### config.mk
export PLATFORM = sky130hd
export DESIGN_NAME = vc_pop_scheduler
export DESIGN_NICKNAME = d
export VERILOG_FILES = /design/src/rtl/vc_pop_scheduler.sv
export SDC_FILE = /design/constraint.sdc
export NUM_CORES = 1
export LEC_CHECK = 0
export BUFFER_PORTS_ARGS = -buffer_cell sky130_fd_sc_hd__buf_2
export CORE_ASPECT_RATIO = 1.4
export CORE_MARGIN = 8
export CORE_UTILIZATION = 50
export CTS_CLUSTER_SIZE = 12
export DETAILED_ROUTE_END_ITERATION = 7
export MAX_ROUTING_LAYER = met4
export PLACE_DENSITY = 0.76
export SKIP_LAST_GASP = 1
export SYNTH_ARGS = -nofsm -noshare
export SYNTH_HDL_FRONTEND = slang
export SYNTH_SLANG_ARGS = --single-unit
### constraint.sdc
create_clock -name clk -period 3.44 [get_ports clk]
set_input_delay 0.86 -clock clk [delete_from_list [all_inputs] [get_ports clk]]
set_output_delay 0.86 -clock clk [all_outputs]
set_load 0.005 [all_outputs]
### src/rtl/vc_pop_scheduler.sv
// vc_pop_scheduler: tracks claimable VC0/VC1 FIFO occupancy and issues registered pop pulses.
// Define VC_WRR_EN for weighted round-robin; when it is undefined, VC0 has strict priority.
module vc_pop_scheduler #(
  parameter int DEPTH = 16,
  parameter int CNT_W = 5,
  parameter int W_W   = 4
) (
  input  logic             clk,
  input  logic             reset_L,
  input  logic             init,
  input  logic [W_W-1:0]   weight_vc0,
  input  logic [W_W-1:0]   weight_vc1,
  input  logic             push_vc0,
  input  logic             push_vc1,
  input  logic             pausa_d0,
  input  logic             pausa_d1,
  output logic             pop_vc0,
  output logic             pop_vc1,
  output logic             grant,
  output logic [CNT_W-1:0] occ_vc0,
  output logic [CNT_W-1:0] occ_vc1,
  output logic             sched_idle,
  output logic             overflow
);

  typedef enum logic [1:0] {IDLE = 2'd0, SRV0 = 2'd1, SRV1 = 2'd2} state_t;

  state_t           r_state, w_state_nx;
  logic [W_W-1:0]   r_burst, w_burst_nx;
  logic [W_W-1:0]   r_w0, r_w1;
  logic             r_pause_q;
  logic             w_elig0, w_elig1;
  logic             w_pop0_nx, w_pop1_nx;
  logic             w_full_push0, w_full_push1;
  logic [CNT_W-1:0] w_occ0_nx, w_occ1_nx;
  logic             w_idle_nx;

  assign w_elig0 = (occ_vc0 != '0);
  assign w_elig1 = (occ_vc1 != '0);

  always_comb begin : arb_comb
    w_state_nx = r_state;
    w_burst_nx = r_burst;
    w_pop0_nx  = 1'b0;
    w_pop1_nx  = 1'b0;
    if (init) begin
      w_state_nx = IDLE;
      w_burst_nx = '0;
    end else if (!r_pause_q) begin
`ifdef VC_WRR_EN
      unique case (r_state)
        IDLE: begin
          if (w_elig0) begin
            w_state_nx = SRV0; w_pop0_nx = 1'b1; w_burst_nx = W_W'(1);
          end else if (w_elig1) begin
            w_state_nx = SRV1; w_pop1_nx = 1'b1; w_burst_nx = W_W'(1);
          end
        end
        SRV0: begin
          if (w_elig0 && (r_burst < r_w0)) begin
            w_pop0_nx = 1'b1; w_burst_nx = r_burst + W_W'(1);
          end else if (w_elig1) begin
            w_state_nx = SRV1; w_pop1_nx = 1'b1; w_burst_nx = W_W'(1);
          end else if (w_elig0) begin
            w_pop0_nx = 1'b1; w_burst_nx = W_W'(1);
          end else begin
            w_state_nx = IDLE;
          end
        end
        SRV1: begin
          if (w_elig1 && (r_burst < r_w1)) begin
            w_pop1_nx = 1'b1; w_burst_nx = r_burst + W_W'(1);
          end else if (w_elig0) begin
            w_state_nx = SRV0; w_pop0_nx = 1'b1; w_burst_nx = W_W'(1);
          end else if (w_elig1) begin
            w_pop1_nx = 1'b1; w_burst_nx = W_W'(1);
          end else begin
            w_state_nx = IDLE;
          end
        end
        default: w_state_nx = IDLE;
      endcase
`else
      if (w_elig0) begin
        w_state_nx = SRV0; w_pop0_nx = 1'b1;
      end else if (w_elig1) begin
        w_state_nx = SRV1; w_pop1_nx = 1'b1;
      end else begin
        w_state_nx = IDLE;
      end
`endif
    end
  end

`ifndef VC_WRR_EN
  // Weights are still latched in strict-priority builds but never consulted.
  logic w_unused_wts;
  assign w_unused_wts = ^{r_w0, r_w1};
`endif

  // A push into a full VC is dropped unless the same edge pops that VC.
  always_comb begin : occ_comb
    w_full_push0 = push_vc0 && (occ_vc0 == CNT_W'(DEPTH)) && !w_pop0_nx;
    w_full_push1 = push_vc1 && (occ_vc1 == CNT_W'(DEPTH)) && !w_pop1_nx;
    w_occ0_nx = occ_vc0;
    w_occ1_nx = occ_vc1;
    if (push_vc0 && !w_pop0_nx && !w_full_push0) w_occ0_nx = occ_vc0 + CNT_W'(1);
    else if (!push_vc0 && w_pop0_nx)             w_occ0_nx = occ_vc0 - CNT_W'(1);
    if (push_vc1 && !w_pop1_nx && !w_full_push1) w_occ1_nx = occ_vc1 + CNT_W'(1);
    else if (!push_vc1 && w_pop1_nx)             w_occ1_nx = occ_vc1 - CNT_W'(1);
    w_idle_nx = (w_occ0_nx == '0) && (w_occ1_nx == '0) && (w_state_nx == IDLE) && !init;
  end

  always_ff @(posedge clk or negedge reset_L) begin
    if (!reset_L) begin
      r_state    <= IDLE;
      r_burst    <= '0;
      r_w0       <= W_W'(1);
      r_w1       <= W_W'(1);
      r_pause_q  <= 1'b0;
      pop_vc0    <= 1'b0;
      pop_vc1    <= 1'b0;
      grant      <= 1'b0;
      occ_vc0    <= '0;
      occ_vc1    <= '0;
      sched_idle <= 1'b1;
      overflow   <= 1'b0;
    end else begin
      if (init) begin
        r_w0 <= (weight_vc0 == '0) ? W_W'(1) : weight_vc0;
        r_w1 <= (weight_vc1 == '0) ? W_W'(1) : weight_vc1;
      end
      r_state    <= w_state_nx;
      r_burst    <= w_burst_nx;
      r_pause_q  <= pausa_d0 | pausa_d1;
      pop_vc0    <= w_pop0_nx;
      pop_vc1    <= w_pop1_nx;
      if (w_pop0_nx)      grant <= 1'b0;
      else if (w_pop1_nx) grant <= 1'b1;
      occ_vc0    <= w_occ0_nx;
      occ_vc1    <= w_occ1_nx;
      sched_idle <= w_idle_nx;
      overflow   <= overflow | w_full_push0 | w_full_push1;
    end
  end

endmodule

==> impl_results.md, run 1 <==
* Nets at roughly 170
* Post-synthesis mux area share at roughly 3.3%
* CP Capture Point: sched_idle
* P_int at between 500 and 600 uW
* Rel. slew slack at between 50% and 60%
* Max Cap Viol at 0
* Largest family of logic cells by synthesized area: simple AND/OR/NAND/NOR gates
* Comb pwr share at between 40 and 50%
* Clock Pin Slew Worst Setup and Hold Paths at 0.10 ns
* Cell depth of the worst setup path at 7
* Post-synthesis async set-or-reset flop share at 100%
* WP data arrival at approximately 3.0 ns
* Die Wd at about 58 um
* Synth unique cells at between 40 and 50
* Worst R2R End: sched_idle
* Largest net degree at the start of global routing at 19
* N_diodes at 0
* Post-CTS Setup Repair Bufs at 0
* Hold Violations, Final at 0
* Total grt overflow at 0
* Initial DRC count at 33
* Clock share of power at 10.4%
* Pwr/cell area at approximately 770 nW/um2
* First-pass GRT wire length at about 4700 um
* Worst Path Required at roughly 3.7 ns
* Post-synthesis adder-cell area fraction at under 10%
* Worst r2r path cells at 8
* Fin crit share at just over 80%
* Clock Sinks at 18
* Root Buffer: clkbuf_4
* Pins Over Slew Limit at 0
* Fin crit period at around 2.8 ns
* Run status: complete, no violations
* Max Fclk at between 300 and 400 MHz
* Clock skew at 0.00485 ns
* WL final at 2860 um
* DRC viols at 0
* DR WL/cell at between 15 and 20 um
* Die area at approximately 4300 um2
* Longest Clk Path Bufs at 2
* Worst setup SP type: primary input
* Final ANT Viol Nets at 0
* Sw frac at between 40 and 50%
* Critical Path End Type: flip-flop
* Hold-fix buffers at CTS at 0
* Commonest non-fill, non-tap cell in the layout: buf_2
* Slew @ Worst Pin at ~0.73 ns
* Top FF cell, synth: dfrtp_1
* Initial antenna violation count at 0
* Row cnt at 21
* Seq/Total Area, Yosys at between 30% and 40%
* Detail Placement HPWL at around 2200 um
* Synthesized-area fraction occupied by and/or/nand/nor cells at a little over a quarter
* Post-Syn Nets at 152
* Synthesis-to-finish area growth at 9.83%
* RSZ-0062 raised after global routing: false
* Final setup viols at 0
* All-Layer GR Usage at between 10 and 15%
* Vias in the first global route at about 1100
* Synth Area in XOR/XNOR at 4.30%
* Critical Path, Cell by Cell: buf_2 > nor2_1 > nand2_1 > a311oi_1 > a221oi_1 > or4_1 > nor4b_2
* Post-CTS resize count at 0
* Syn Inst Count at between 100 and 150
* Setup Crit Path Kind: primary input to flip-flop
* Slowest stage cell, crit path: nor2_1
* Seq pwr share at roughly two fifths
* Number of port buffers at 21
* NetSw at 468 uW
* Clk_lat worst skew at a little under 0.3 ns
* Die Y at 74.5 um
* Delay-heaviest family, CP: simple AND/OR/NAND/NOR gates
* Via count at approximately 1100
* Critical Path Fanout Max at 11
* Yosys reg bits at 18
* R2R Path Start: occ_vc0[1]
* CP Buf/Inv Count at 1
* RD Place Congestion at ~0.90
* Synth Area in Compound Gates at around 18%
* Mapped cell area at between 1000 and 1500 um2
* I/O pin total at 30
* TritonCTS clock tree: done
* R2R setup slack at ~0.76 ns
* Vias per cell at 6.25
* Cts bufs inserted at 3
* Yosys warning count at 0
* Worst hold path class: primary input to async pin
* Syn Area/Cell at about 9.3 um2
* Number of synthesized flops with an enable pin at 0
* Share of layout cells above drive strength 1 at roughly a fifth
* Setup tns final at 0 ns
* LEAKAGE at slightly below 0.6 nW
* H-tree levels at 1
* 1st-pass router iterations at 4
* Commonest non-fill, non-tap cells in the layout: buf_2 (21), dfrtp_1 (17), nor2_1 (15), nand2_1 (11), o21ai_0 (8)
* Hold Worst Slack at roughly 0.47 ns
* Max stage delay on crit path at 0.57 ns
* Core box area at about 2400 um2
* Worst vdd ir at between 0.0003 and 0.0004 V
* Initial Utilization at 51.7%
* Setup crit start: init
-- cells in the mapped netlist, drive strengths merged (3+ instances only) --
master,instances,area [um2]
nand2b,3,18.8
mux2i,4,40.0
dfrtp,17,425
nor4b,4,56.3
ha,6,75.1
nand4,3,18.8
buf,4,32.5
o21ai,8,40.0
nor3,4,31.3
inv,4,15.0
nor2,15,56.3
nand2,11,41.3
a21oi,7,35.0
xnor2,5,43.8
-- worst min path at each step --
stage                    start    endpoint  slack (ns)  cells after the start
finish                 reset_L  occ_vc1[4]        0.47                      1
global route           reset_L     pop_vc1        0.47                      1
CTS                    reset_L     pop_vc1        0.47                      1
detailed placement  r_state[0]  r_state[0]        0.46                      1
global placement      overflow    overflow        0.45                      1
floorplan           r_state[0]  r_state[0]        0.44                      1
-- per-stage QoR --
| step | power [mW] | worst slack [ns] | instances | utilization [%] | cell area (um2) |
|---|---|---|---|---|---|
| 2_1_floorplan | 0.777 | 0.973 | 131 | - | 1220 |
| 3_3_place_gp | 0.913 | 0.418 | 169 | 55.7 | 1320 |
| 3_5_place_dp | 0.934 | 0.397 | 169 | 55.7 | 1320 |
| 4_1_cts | 1.05 | 0.700 | 173 | 56.8 | 1340 |
| 5_1_grt | 1.13 | 0.523 | 173 | 56.8 | 1340 |
| 6_report | 1.04 | 0.673 | 173 | 56.8 | 1340 |
-- registers in the layout, indices dropped and copies added, names as in the netlist --
signal,flops
r_pause_q,1
occ_vc0,5
r_state,2
overflow,1
pop_vc1,1
sched_idle,1
pop_vc0,1
grant,1
occ_vc1,5
-- cell type report --
| class | count | area [um2] |
|---|---|---|
| Multi-Input combinational cell | 103 | 716 |
| Timing Repair Buffer | 21 | 105 |
| Sequential cell | 18 | 452 |
| Clock buffer | 4 | 26.3 |
| Tap cell | 23 | 28.8 |
| Inverter | 4 | 15.0 |
| Fill cell | 226 | 1020 |
-- power by group through the flow --
stage | clock network, mW | registers [mW] | logic [mW]
6_report | 0.108 | 0.431 | 0.499
5_1_grt | 0.127 | 0.448 | 0.558
4_1_cts | 0.112 | 0.431 | 0.504
2_1_floorplan | 0 | 0.379 | 0.398
3_5_place_dp | 0 | 0.433 | 0.501
3_3_place_gp | 0 | 0.429 | 0.484
-- worst register-to-register path, cell delays in order, from the launching register on --
cell,delay (ns)
dfrtp_1,0.45
inv_1,0.16
ha_1,0.25
or3b_4,0.44
nor3_4,0.23
mux2i_1,0.14
or4b_1,0.48
nor4_1,0.22
nor4b_2,0.24
-- cell families (layout without fill, tap and decap cells) --
logic type | after synthesis | count (layout)
and+or+nand+nor | 54 | 54
AOI/OAI and AO/OA | 33 | 33
DFF | 18 | 18
buffers and inverters | 10 | 29
adders and majority gates | 6 | 6
xor gates and xnor gates | 6 | 6
muxes | 4 | 4
-- per-layer routing --
layer,GRT usage (%),wire [um],up-vias
met4,9.56,47,0
li1,-,-,525
met2,24.4,1520,35
met1,15.0,1180,518
met5,-,0,-
met3,2.60,104,4
No activity file was read; power rests on OpenSTA's default activity.
==> run 2: changes to the inputs <==
--- a/config.mk
+++ b/config.mk
@@ -5,6 +5,7 @@
 export SDC_FILE = /design/constraint.sdc
 export NUM_CORES = 1
 export LEC_CHECK = 0
+export ABC_AREA = 1
 export BUFFER_PORTS_ARGS = -buffer_cell sky130_fd_sc_hd__buf_2
 export CORE_ASPECT_RATIO = 1.4
 export CORE_MARGIN = 8
@@ -12,7 +13,7 @@
 export CTS_CLUSTER_SIZE = 12
 export DETAILED_ROUTE_END_ITERATION = 7
 export MAX_ROUTING_LAYER = met4
-export PLACE_DENSITY = 0.76
+export PLACE_DENSITY = 0.75
 export SKIP_LAST_GASP = 1
 export SYNTH_ARGS = -nofsm -noshare
 export SYNTH_HDL_FRONTEND = slang
==> constraint.sdc (replaced) <==
create_clock -name clk -period 2.7 [get_ports clk]
set_input_delay 0.675 -clock clk [delete_from_list [all_inputs] [get_ports clk]]
set_output_delay 0.675 -clock clk [all_outputs]
set_load 0.005 [all_outputs]
==> run 2 against run 1 <==
  * Clock skew down 0.0035 ns
  * Register-to-register slack about the same
  * Flip-flop and latch count unchanged
  * First-iteration DRC count up 15%
  * Total power up 31%
  * Cell area up 5.6%
  * Critical endpoint unchanged
  * Sequential share of layout area down 1.8 points
  * Clock power up 52%
  * Die area up 1.7%
  * Synthesized area up 2.3%
  * Sequential power up 12%
==> impl_results.md, run 2 <==
* Die Wd at 58.3 um (was 57.8 um)
* Synthesis-to-finish area growth at 13.4% (was 9.83%)
* Root Buffer: clkbuf_4 (unchanged)
* Top cell by count, worst path: nand2_1
* Share of layout cells above drive strength 1 at 24.2% (was 20.7%)
* Final setup viols at 0 (unchanged)
* DRC viols at 0 (unchanged)
* Worst setup SP type: flip-flop (was primary input)
* Syn Inst Count at 163 (was 131)
* Commonest non-fill, non-tap cells in the layout: nand2_1 (54), buf_2 (21), inv_1 (19), dfrtp_1 (17), nand3_1 (14) (was buf_2 (21), dfrtp_1 (17), nor2_1 (15), nand2_1 (11), o21ai_0 (8))
* Post-CTS resize count at 0 (unchanged)
* Pwr/cell area at 962 nW/um2 (was 773 nW/um2)
* Pins Over Slew Limit at 0 (unchanged)
* Top FF cell, synth: dfrtp_1 (unchanged)
* Post-layout util at 59.3% (was 56.8%)
* Worst r2r path cells at 12 (was 8)
* Post-synth top area share at 34.0% (was 34.8%)
* Clk_lat worst skew at 0.30 ns (was 0.29 ns)
* Mapped cell area at 1250 um2 (was 1220 um2)
* Area contributors post-synth: dfrtp_1 (34%), nand2_1 (16%), xor2_1 (6.3%), ha_1 (6.0%), inv_1 (5.7%) (was dfrtp_1 (35%), ha_1 (6.1%), nor2_1 (4.6%), xnor2_1 (3.6%), nand2_1 (3.4%))
* Cts bufs inserted at 3 (unchanged)
* Setup Crit Path Kind: flip-flop to flip-flop (was primary input to flip-flop)
* N_diodes at 0 (unchanged)
* Syn Area/Cell at 7.67 um2 (was 9.33 um2)
* Hold-fix buffers at CTS at 0 (unchanged)
* Worst Path Required at 2.94 ns (was 3.65 ns)
* Slowest stage cell, crit path: dfrtp_1 (was nor2_1)
* Fin crit share at 71.8%
* Most area-hungry cell type in the Yosys netlist: dfrtp_1 (unchanged)
* H-tree levels at 1 (unchanged)
* Commonest non-fill, non-tap cell in the layout: nand2_1 (was buf_2)
* Via count at 1088 (was 1082)
* Vias in the first global route at 1118 (was 1065)
* Initial Utilization at 52.3% (was 51.7%)
* Largest net degree at the start of global routing at 19 (unchanged)
* Post-Syn Nets at 184 (was 152)
* I/O pin total at 30 (unchanged)
* Row cnt at 21 (unchanged)
* 1st-pass router iterations at 4 (unchanged)
* Number of port buffers at 21 (unchanged)
* Detail Placement HPWL at 2260 um (was 2180 um)
* Nets at 208 (was 172)
* Top flop regs: occ_vc0: 5 flops, occ_vc1: 5 flops, r_state: 2 flops (unchanged)
* R2R setup slack at 0.76 ns (about the same)
* Worst hold path class: primary input to async pin (unchanged)
* Longest Clk Path Bufs at 2 (unchanged)
* Core box area at 2390 um2 (was 2360 um2)
* LEAKAGE at 0.804 nW (was 0.583 nW)
* Critical Path End Type: flip-flop (unchanged)
* Initial antenna violation count at 0 (unchanged)
* Max Fclk at about 520 MHz
* R2R Path Start: occ_vc0[0] (was occ_vc0[1])
* Die area at 4380 um2 (was 4310 um2)
* Max Cap Viol at 0 (unchanged)
* Clock Pin Slew Worst Setup and Hold Paths at 0.10 ns (about the same)
* CP Buf/Inv Count at 1 (unchanged)
* Total grt overflow at 0 (unchanged)
* Clock Sinks at 18 (unchanged)
* RSZ-0062 raised after global routing: false (unchanged)
* Delay-heaviest family, CP: simple AND/OR/NAND/NOR gates (unchanged)
* RD Place Congestion at 0.829 (was 0.901)
* Top-count cell post-synth: nand2_1 (was dfrtp_1)
* Worst vdd ir at 0.000414 V (was 0.000382 V)
* Post-CTS Setup Repair Bufs at 0 (unchanged)
* Vias per cell at 4.95 (was 6.25)
* Critical Path Fanout Max at 6 (was 11)
* Yosys reg bits at 18 (unchanged)
* Clock skew at 0.00135 ns (was 0.00485 ns)
* Synth unique cells at 26 (was 46)
* Final ANT Viol Nets at 0 (unchanged)
* Die Y at 75.2 um (was 74.5 um)
* Hold Violations, Final at 0 (unchanged)
* DR WL/cell at 12.3 um (was 16.5 um)
* Top cells by count, synth: nand2_1 (54), inv_1 (19), dfrtp_1 (17), nand3_1 (14) (was dfrtp_1 (17), nor2_1 (15), nand2_1 (11), o21ai_0 (8), a21oi_1 (7))
* Yosys warning count at 0 (unchanged)
* Initial DRC count at 38 (was 33)
* WL final at 2700 um (was 2860 um)
* Setup tns final at 0 ns (unchanged)
* Post-synthesis async set-or-reset flop share at 100% (unchanged)
* WP data arrival at 2.17 ns (was 2.98 ns)
* Worst R2R End: sched_idle (unchanged)
* Rel. slew slack at 73.9% (was 50.4%)
* TritonCTS clock tree: done (unchanged)
* Critical Path, Cell by Cell: inv_1 > ha_1 > nand3_4 > nor2_8 > nand3_2 > nand2_1 > nand2_1 > nand2_1 > nand2_2 > nor2_1 > nand3_1 > nor2_1 (was buf_2 > nor2_1 > nand2_1 > a311oi_1 > a221oi_1 > or4_1 > nor4b_2)
* Number of synthesized flops with an enable pin at 0 (unchanged)
* All-Layer GR Usage at 14.0% (was 14.4%)
* Seq/Total Area, Yosys at 36.1% (was 36.9%)
* Slew @ Worst Pin at 0.391 ns (was 0.734 ns)
* Max stage delay on crit path at 0.43 ns (was 0.57 ns)
* Run status: complete, no violations (unchanged)
* First-pass GRT wire length at 4600 um (was 4710 um)
* Fin crit period at around 1.9 ns
[run 2: cell count changes after synthesis, sizes merged, moves of 3 or more]
cell,before,now
o21ai,8,3
xnor2,5,1
inv,4,23
a21oi,7,2
nand3,2,19
xor2,1,9
nor3,4,0
nand2b,3,0
nand2,11,57
mux2i,4,0
nor4b,4,0
[run 2: power by group]
part           internal, mW  switching, mW  total (mW)
Clock                0.0823         0.0819       0.164
Sequential            0.356          0.128       0.484
Combinational         0.289          0.427       0.716
Total                 0.727          0.637        1.36
[run 2: per-layer routing]
layer	wire [um]	GRT usage, %	vias to the layer above
met2	1540	28.6	14
met4	62	8.20	0
met3	79	1.54	6
met5	0	-	-
li1	-	-	558
met1	1020	11.5	510
[run 2: cells by family (layout without fill, tap and decap cells)]
family / count (synthesis) / in the layout / synth area share [%]
buffers and inverters: 25 / 48 / 8.21
adder cells (fa/ha/maj): 6 / 6 / 6.01
XOR/XNOR: 10 / 10 / 7.01
AND/OR/NAND/NOR: 97 / 97 / 39.5
AO/OA/AOI/OAI: 7 / 7 / 3.10
flip-flops: 18 / 18 / 36.1
[run 2: how the worst max path moves through the flow]
stage,startpoint,depth (start not counted),slack [ns],to
after floorplan,init,11,1.01,sched_idle
after global placement,init,12,0.70,sched_idle
after detailed placement,init,12,0.66,sched_idle
after CTS,occ_vc0[0],12,0.77,sched_idle
after global routing,occ_vc0[0],12,0.61,sched_idle
final,occ_vc0[0],12,0.76,sched_idle
[run 2: through the flow]
| stage | cell area [um2] | power [mW] | setup WS (ns) | hold slack, ns | instances |
|---|---|---|---|---|---|
| after global placement | 1380 | 1.17 | 0.703 | 0.462 | 216 |
| after detailed placement | 1380 | 1.21 | 0.662 | 0.474 | 216 |
| after global routing | 1420 | 1.49 | 0.611 | 0.304 | 220 |
| after CTS | 1420 | 1.38 | 0.767 | 0.282 | 220 |
| final | 1420 | 1.36 | 0.761 | 0.283 | 220 |
| after floorplan | 1250 | 1.00 | 1.01 | 0.379 | 163 |
[run 2: cell type report]
class,instances,area (um2)
Clock buffer,4,36.3
Timing Repair Buffer,21,105
Inverter,23,86.3
Multi-Input combinational cell,120,696
Tap cell,34,42.5
Fill cell,242,973
Sequential cell,18,452
==> run 3: changes to the inputs <==
--- a/config.mk
+++ b/config.mk
@@ -5,7 +5,7 @@
 export SDC_FILE = /design/constraint.sdc
 export NUM_CORES = 1
 export LEC_CHECK = 0
-export ABC_AREA = 1
+export ABC_AREA = 0
 export BUFFER_PORTS_ARGS = -buffer_cell sky130_fd_sc_hd__buf_2
 export CORE_ASPECT_RATIO = 1.4
 export CORE_MARGIN = 8
@@ -13,7 +13,7 @@
 export CTS_CLUSTER_SIZE = 12
 export DETAILED_ROUTE_END_ITERATION = 7
 export MAX_ROUTING_LAYER = met4
-export PLACE_DENSITY = 0.75
+export PLACE_DENSITY = 0.76
 export SKIP_LAST_GASP = 1
 export SYNTH_ARGS = -nofsm -noshare
 export SYNTH_HDL_FRONTEND = slang
==> constraint.sdc (replaced) <==
create_clock -name clk -period 1.8 [get_ports clk]
set_input_delay 0.45 -clock clk [delete_from_list [all_inputs] [get_ports clk]]
set_output_delay 0.45 -clock clk [all_outputs]
set_load 0.005 [all_outputs]
==> run 3 against run 2 <==
  * The flow now finishes with violations (setup timing)
  * Cell area grew 32%
  * Via count up 25%
  * Wire length is 53% higher
  * Non-clock buffer count grew 51
  * Combinational power increased to 2.8 times the previous value
  * Count of clock-buffer cells in the layout did not move
  * Highest routed layer unchanged
==> impl_results.md, run 3 (same netlist as run 1, synthesis figures left out) <==
* WP data arrival at 2.68 ns (was 2.17 ns)
* Clock Sinks at 18 (unchanged)
* Rel. slew slack at 57.7% (was 73.9%)
* Root Buffer: clkbuf_4 (unchanged)
* Worst r2r path cells at 10 (was 12)
* N_diodes at 0 (unchanged)
* Via count at 1358 (was 1088)
* Longest Clk Path Bufs at 2 (unchanged)
* H-tree levels at 1 (unchanged)
* Vias per cell at 6.06 (was 4.95)
* Share of layout cells above drive strength 1 at 51.7% (was 24.2%)
* Largest net degree at the start of global routing at 19 (unchanged)
* Dpl ws at -0.773 ns (was 0.662 ns)
* Worst vdd ir at 0.00101 V (was 0.000414 V)
* DR WL/cell at 18.5 um (was 12.3 um)
* DRC viols at 0 (unchanged)
* RD Place Congestion at 0.880 (was 0.829)
* Final worst-path setup slack at -0.653 ns (was 0.761 ns)
* Number of port buffers at 21 (unchanged)
* 1st-pass router iterations at 5 (was 4)
* Final setup viols at 7 (was 0)
* Clock skew at 0.000970 ns (was 0.00135 ns)
* Setup Crit Path Kind: flip-flop to flip-flop (unchanged)
* Clk_lat worst skew at 0.30 ns (about the same)
* All-Layer GR Usage at 20.3% (was 14.0%)
* R2R setup slack at -0.65 ns (was 0.76 ns)
* I/O pin total at 30 (unchanged)
* Synthesis-to-finish area growth at 53.1% (was 13.4%)
* First-pass GRT wire length at 6410 um (was 4600 um)
* RSZ-0062 raised after global routing: true (was false)
* Hold Violations, Final at 0 (unchanged)
* Commonest non-fill, non-tap cell in the layout: buf_4 (was nand2_1)
* Pins Over Slew Limit at 0 (unchanged)
* Nets at 223 (was 208)
* Critical Path Fanout Max at 3 (was 6)
* Core box area at 2360 um2 (was 2390 um2)
* Cts bufs inserted at 3 (unchanged)
* Slew @ Worst Pin at 0.629 ns (was 0.391 ns)
* Die Y at 74.5 um (was 75.2 um)
* R2R Path Start: occ_vc0[0] (unchanged)
* WL final at 4140 um (was 2700 um)
* Hold-fix buffers at CTS at 0 (unchanged)
* Commonest non-fill, non-tap cells in the layout: buf_4 (47), buf_2 (21), dfrtp_1 (17), nor2_1 (11), nand2_1 (9) (was nand2_1 (54), buf_2 (21), inv_1 (19), dfrtp_1 (17), nand3_1 (14))
* Die area at 4310 um2 (was 4380 um2)
* TritonCTS clock tree: done (unchanged)
* Final ANT Viol Nets at 0 (unchanged)
* Initial antenna violation count at 0 (unchanged)
* Pwr/cell area at 1570 nW/um2 (was 962 nW/um2)
* Detail Placement HPWL at 2850 um (was 2260 um)
* Max Cap Viol at 0 (unchanged)
* Row cnt at 21 (unchanged)
* Initial DRC count at 47 (was 38)
* Worst hold path class: primary input to async pin (unchanged)
* Fin crit share at 136% (was 71.8%)
* Worst R2R End: sched_idle (unchanged)
* Worst Path Required at 2.03 ns (was 2.94 ns)
* Worst setup SP type: flip-flop (unchanged)
* Post-layout util at 79.2% (was 59.3%)
* LEAKAGE at 0.882 nW (was 0.804 nW)
* Violated checks: setup timing
* Fin crit period at 2.45 ns (was 1.94 ns)
* Top flop regs: occ_vc0: 5 flops, occ_vc1: 5 flops, r_state: 2 flops (unchanged)
* Max Fclk at 408 MHz (was 516 MHz)
* Die Wd at 57.8 um (was 58.3 um)
* Run status: finished, violations left (was complete, no violations)
* Clock Pin Slew Worst Setup and Hold Paths at 0.10 ns (about the same)
* Critical Path End Type: flip-flop (unchanged)
* Total grt overflow at 0 (unchanged)
* Initial Utilization at 51.7% (was 52.3%)
* Vias in the first global route at 1390 (was 1118)
==> run 3: how the worst max path moves through the flow <==
stage	from	endpoint	slack [ns]
6_report	occ_vc0[0]	sched_idle	-0.65
5_1_grt	occ_vc0[0]	sched_idle	-0.79
4_1_cts	occ_vc0[1]	sched_idle	-0.63
3_5_place_dp	occ_vc0[1]	sched_idle	-0.77
3_3_place_gp	occ_vc0[1]	sched_idle	-0.75
2_1_floorplan	occ_vc0[1]	sched_idle	-0.49
==> run 3: timing repair <==
item / CTS / global route
hold endpoints to repair: 0 / 0
buffers inserted: 9 / 4
pin swaps: 7 / 8
gates resized for setup: 11 / 18
setup endpoints to repair: 10 / 13
==> run 3: layout make-up <==
cell class,count,area (um2)
multi-input combinational,103,837
inverter,4,15.0
fill,163,493
tap,23,28.8
timing repair buffer,72,503
sequential,18,452
clock buffer,4,36.3
==> run 3: layer usage <==
metal / vias to the layer above / track usage, % / wire, um
li1: 629 / - / -
met1: 641 / 17.7 / 1410
met2: 64 / 37.8 / 2310
met3: 24 / 3.29 / 170
met4: 0 / 16.4 / 250
met5: - / - / 0
==> run 3: power by group <==
part	switching, mW	internal, mW	leakage (nW)
combinational	0.946	1.06	0.643
sequential	0.135	0.545	0.218
clock	0.133	0.124	0.0210
==> run 3: stage by stage <==
step | TNS [ns] | total power [mW] | area [um2] | cells | hold WS [ns]
floorplan | -0.490 | 1.52 | 1240 | 131 | 0.154
global placement | -1.76 | 2.24 | 1620 | 207 | 0.397
detailed placement | -1.91 | 2.31 | 1620 | 207 | 0.404
CTS | -1.58 | 2.72 | 1760 | 220 | 0.0614
global route | -3.25 | 3.15 | 1870 | 224 | 0.0875
finish | -2.28 | 2.95 | 1870 | 224 | 0.0582
==> run 3: critical path, stage by stage (launching register included) <==
cell	delay (ns)
dfrtp_1	0.37
inv_2	0.05
buf_6	0.11
ha_4	0.15
or3b_4	0.26
buf_6	0.11
o32ai_1	0.09
a221oi_1	0.34
o21ai_2	0.14
or4_1	0.53
nor4b_2	0.22
